==> config.mk <==
export PLATFORM = sky130hd
export DESIGN_NAME = general_reg_file
export DESIGN_NICKNAME = d
export VERILOG_FILES = /design/src/rtl/general_reg_file_pkg.sv /design/src/rtl/general_reg_file.sv
export SDC_FILE = /design/constraint.sdc
export NUM_CORES = 2
export LEC_CHECK = 0
export CAP_MARGIN = 20
export CORE_ASPECT_RATIO = 0.9
export CORE_MARGIN = 10
export CORE_UTILIZATION = 25
export DETAILED_ROUTE_END_ITERATION = 6
export GPL_TIMING_DRIVEN = 0
export PLACE_DENSITY = 0.45
export REMOVE_ABC_BUFFERS = 1
export SYNTH_ARGS = -nofsm -noshare
export SYNTH_HDL_FRONTEND = slang
export SYNTH_SLANG_ARGS = --single-unit
==> constraint.sdc <==
create_clock -name clk -period 91.9 [get_ports clk]
set_clock_uncertainty 0.2 [all_clocks]
set_input_delay 18.38 -clock clk [delete_from_list [all_inputs] [get_ports clk]]
set_output_delay 18.38 -clock clk [all_outputs]
set_load 0.02 [all_outputs]
==> src/rtl/general_reg_file_pkg.sv <==
// ============================================================================
// general_reg_file_pkg : shared constants for the general-purpose register file
// Revision: 1.0
// ============================================================================
`default_nettype none

package general_reg_file_pkg;
  localparam int DATA_W = 32;
  localparam int NREGS  = 32;
  localparam int ADDR_W = 5;
  localparam logic [ADDR_W-1:0] ZERO_REG = 5'd0;
endpackage

`default_nettype wire

==> src/rtl/general_reg_file.sv <==
// ============================================================================
// general_reg_file : 2-read / 1-write register file, register 0 hardwired zero
// Revision: 1.0
// ============================================================================
`default_nettype none

module general_reg_file
  import general_reg_file_pkg::*;
#(
  parameter int DATA_W = general_reg_file_pkg::DATA_W,
  parameter int NREGS  = general_reg_file_pkg::NREGS
) (
  input  logic                       clk,
  input  logic                       reset,
  input  logic [$clog2(NREGS)-1:0]   A1,
  input  logic [$clog2(NREGS)-1:0]   A2,
  input  logic [$clog2(NREGS)-1:0]   A3,
  input  logic [DATA_W-1:0]          WD,
  input  logic                       WE,
  output logic [DATA_W-1:0]          RD1,
  output logic [DATA_W-1:0]          RD2
);

  localparam int AW = $clog2(NREGS);

  // Read view of the file; entry 0 is a constant so it never gets a flop.
  logic [DATA_W-1:0] rf_view [NREGS];

  assign rf_view[ZERO_REG] = '0;

  for (genvar i = 1; i < NREGS; i++) begin : g_reg
    logic [DATA_W-1:0] reg_q;
    logic [DATA_W-1:0] reg_d;
    logic              wr_en;

    assign wr_en = WE && (A3 == AW'(i));
    assign reg_d = wr_en ? WD : reg_q;

    always_ff @(posedge clk or posedge reset) begin
      if (reset) begin
        reg_q <= '0;
      end else begin
        reg_q <= reg_d;
      end
    end

    assign rf_view[i] = reg_q;
  end

  // No write bypass: a same-address read shows the old value until the edge.
  assign RD1 = rf_view[A1];
  assign RD2 = rf_view[A2];

endmodule

`default_nettype wire

==> impl_metrics.toml <==
[clocking]
clk_pin_slew_ns = 0.06
cts_tree = "done"
cts_resized = 0
cts_max_level = 3
hold_buffers = 0
cts_num_sinks = 992
clkLatencyLatePin_ns = 0.71
clockRootBuffer = "clkbuf_16"
cts_setup_buffers = 0
cts.path.max_buffers = 3
cts_buffers = 118

[placement]
pre_cts_slack_ns = 50.81
gp_routability_congestion = 0.7113
dpl_cell_area_sq_um = 58540
io_buffers = 113
dpl.cell_count = 6270
dpl.hpwl_um = 111800

[yosys]
ys.flop_type = "dfrtp_1"
synth-edff-count = 0
ys_types = 30
synth_seq_cells = 992
synth_cells = 3636
yosys_warnings = 0
syn_area_sq_um = 53170
async_flop_share_pct = 100.0
ys_seq_area_share_pct = 46.69
syn-mean-instance-area_sq_um = 14.62

[floorplan]
die_width_um = 506.1
rows = 160
io_pins = 114
coreArea_sq_um = 211400
die_h_um = 457.5
initial_utilization_pct = 25.15
dieArea_sq_um = 231600

[setup_path]
end_kind = "primary output"
crit_family = "buffers and inverters"
crit_buf_inv = 5
cp_slowest_stage_delay_ns = 0.85
cp-start-kind = "primary input"
critPathArrivalTime_ns = 22.61
path_cells = "buf_8 > buf_16 > nor2b_4 > buf_12 > buf_16 > a22o_1 > a211oi_1 > o31ai_1 > clkdlybuf4s50_1"
critPathRequiredTime_ns = 73.32
cp_common_cell = "buf_16"
crit_slowest_cell = "o31ai_1"
worstSetupPathType = "primary input to primary output"
critPathMaxFanout = 89

[sta]
drv_slew = 0
hold_viol_final = 0
max_slew_margin_pct = 21.45
setup_ws_ns = 50.71
rsz0062_at_grt = "false"
tns_ns = 0
timing.final.crit_share_pct = 44.82
worst_pin_slew_ns = 1.168
period_minus_slack_ns = 41.19
finalSetupViolations = 0
clock.fmax_ghz = 0.02428

[routing]
postRouteWirelength_um = 187100
wl_per_cell_um = 28.72
vias_per_cell = 5.187
drc = 0
drtAntennaViolNets = 0
vias = 33790
firstDrtPassIters = 5
drt_iter0_markers = 2499

[grt]
grt_pass1_vias = 34920
grt_pass1_wl_um = 271100
grt_remaining_overflow = 0
grt_max_degree = 116
grt_use_total_pct = 15.76
antenna_found_initial = 17

[cells_and_area]
final_util_pct = 29.95
layout.nets = 3633
largest_reg_flops = 992
stdcell_area_sq_um = 63320
drive_gt1_share_pct = 48.34
fin_cells = 6515
reg_top3 = "g.reg_q (992)"
syn2layout_area_growth_pct = 19.09
top_register = "g.reg_q"

[run]
drv_cap = 0

[power]
power_density_nw_per_um2 = 21.53
ir_drop_mv = 0.01546
leakage_uw = 0.02664

[min_path]
hp-class = "register to register"

[outcome]
status = "finished, final reports clean"
[layout by cell type (no fill, tap or decap), drive strengths merged]
cell type and n:
nand2 79, o22ai 64, nand3 4, and2 34, a22o 192, nand2b 5
diode 2, inv 4, clkinv 17, mux2i 160, nand4b 3, clkbuf 199
and3 32, or3 3, nor3b 2, nor2 15, nand4 1, clkdlybuf4s50 103
buf 117, mux2 1056, nor3 3, a211oi 64, bufinv 8, clkinvlp 1
nor2b 8, o31ai 64, dfrtp 992, mux4 384, o21ai 64
[cell type report]
cell class	instances	area [sq um]
clock buffer	188	3711
multi-input combinational	2237	26810
fill	21030	148100
clock inverter	27	364.1
antenna	2	5.005
sequential	992	24820
inverter	3	21.27
timing repair buffer	231	4040
tap	2835	3547
[synth_stat cells, drive strengths merged (3+ instances only)]
| cell type | n | area share [%] |
|---|---|---|
| clkbuf | 213 | 1.5 |
| o22ai | 64 | 0.75 |
| nand2 | 79 | 0.56 |
| mux2i | 160 | 3.0 |
| nand4b | 3 | 0.049 |
| mux4 | 384 | 16 |
| nor3 | 3 | 0.038 |
| nand2b | 5 | 0.059 |
| or3 | 3 | 0.035 |
| a22o | 192 | 3.2 |
| nor2 | 15 | 0.11 |
| and2 | 34 | 0.40 |
| buf | 191 | 2.0 |
| o21ai | 64 | 0.60 |
| nand3 | 4 | 0.038 |
| nor2b | 8 | 0.094 |
| mux2 | 1056 | 22 |
| and3 | 32 | 0.38 |
| o31ai | 64 | 0.90 |
| dfrtp | 992 | 47 |
| inv | 3 | 0.021 |
| a211oi | 64 | 0.90 |
[logic make-up (layout without fill, tap and decap cells)]
kind of cell / count (synthesis) / count (layout) / synth area share (%)
other: 0 / 2 / 0
and+or+nand+nor: 189 / 189 / 1.812
DFF: 992 / 992 / 46.69
buffers and inverters: 407 / 449 / 3.532
muxes: 1600 / 1600 / 41.64
AOI/OAI and AO/OA: 448 / 448 / 6.325
[per-layer routing]
| metal | wire (um) | track usage (%) |
|---|---|---|
| met4 | 4323 | 3.377 |
| met3 | 11000 | 3.438 |
| met2 | 82510 | 23.70 |
| met1 | 89210 | 23.13 |
| met5 | 89 | 0 |
[power by group]
part,total [uW],switching (uW),internal (uW)
clock,492,196,296
combinational,287,117,170
sequential,584,60.9,523
total,1360,374,989
[per-stage QoR]
step           hold WS (ns)  power, uW
3_3_place_gp         0.2913      903.3
4_1_cts              0.3178       1374
6_report             0.3088       1363
3_5_place_dp         0.3022      876.0
2_1_floorplan        0.2706      771.0
5_1_grt              0.3298       1426
[final timing paths]
path / cells past startpoint / slack [ns] / start / endpoint
min in group asynchronous: 2 / 17.89 / reset / g_reg[11].reg_q[19]
max in group asynchronous: 6 / 71.20 / reset / g_reg[4].reg_q[26]
max: 9 / 50.71 / A1[1] / RD1[4]
min: 1 / 0.31 / g_reg[17].reg_q[18] / g_reg[17].reg_q[18]
max reg2reg: 1 / 90.88 / g_reg[19].reg_q[20] / g_reg[19].reg_q[20]
min reg2reg: 1 / 0.31 / g_reg[17].reg_q[18] / g_reg[17].reg_q[18]
Power figures use the tool's default switching activity.
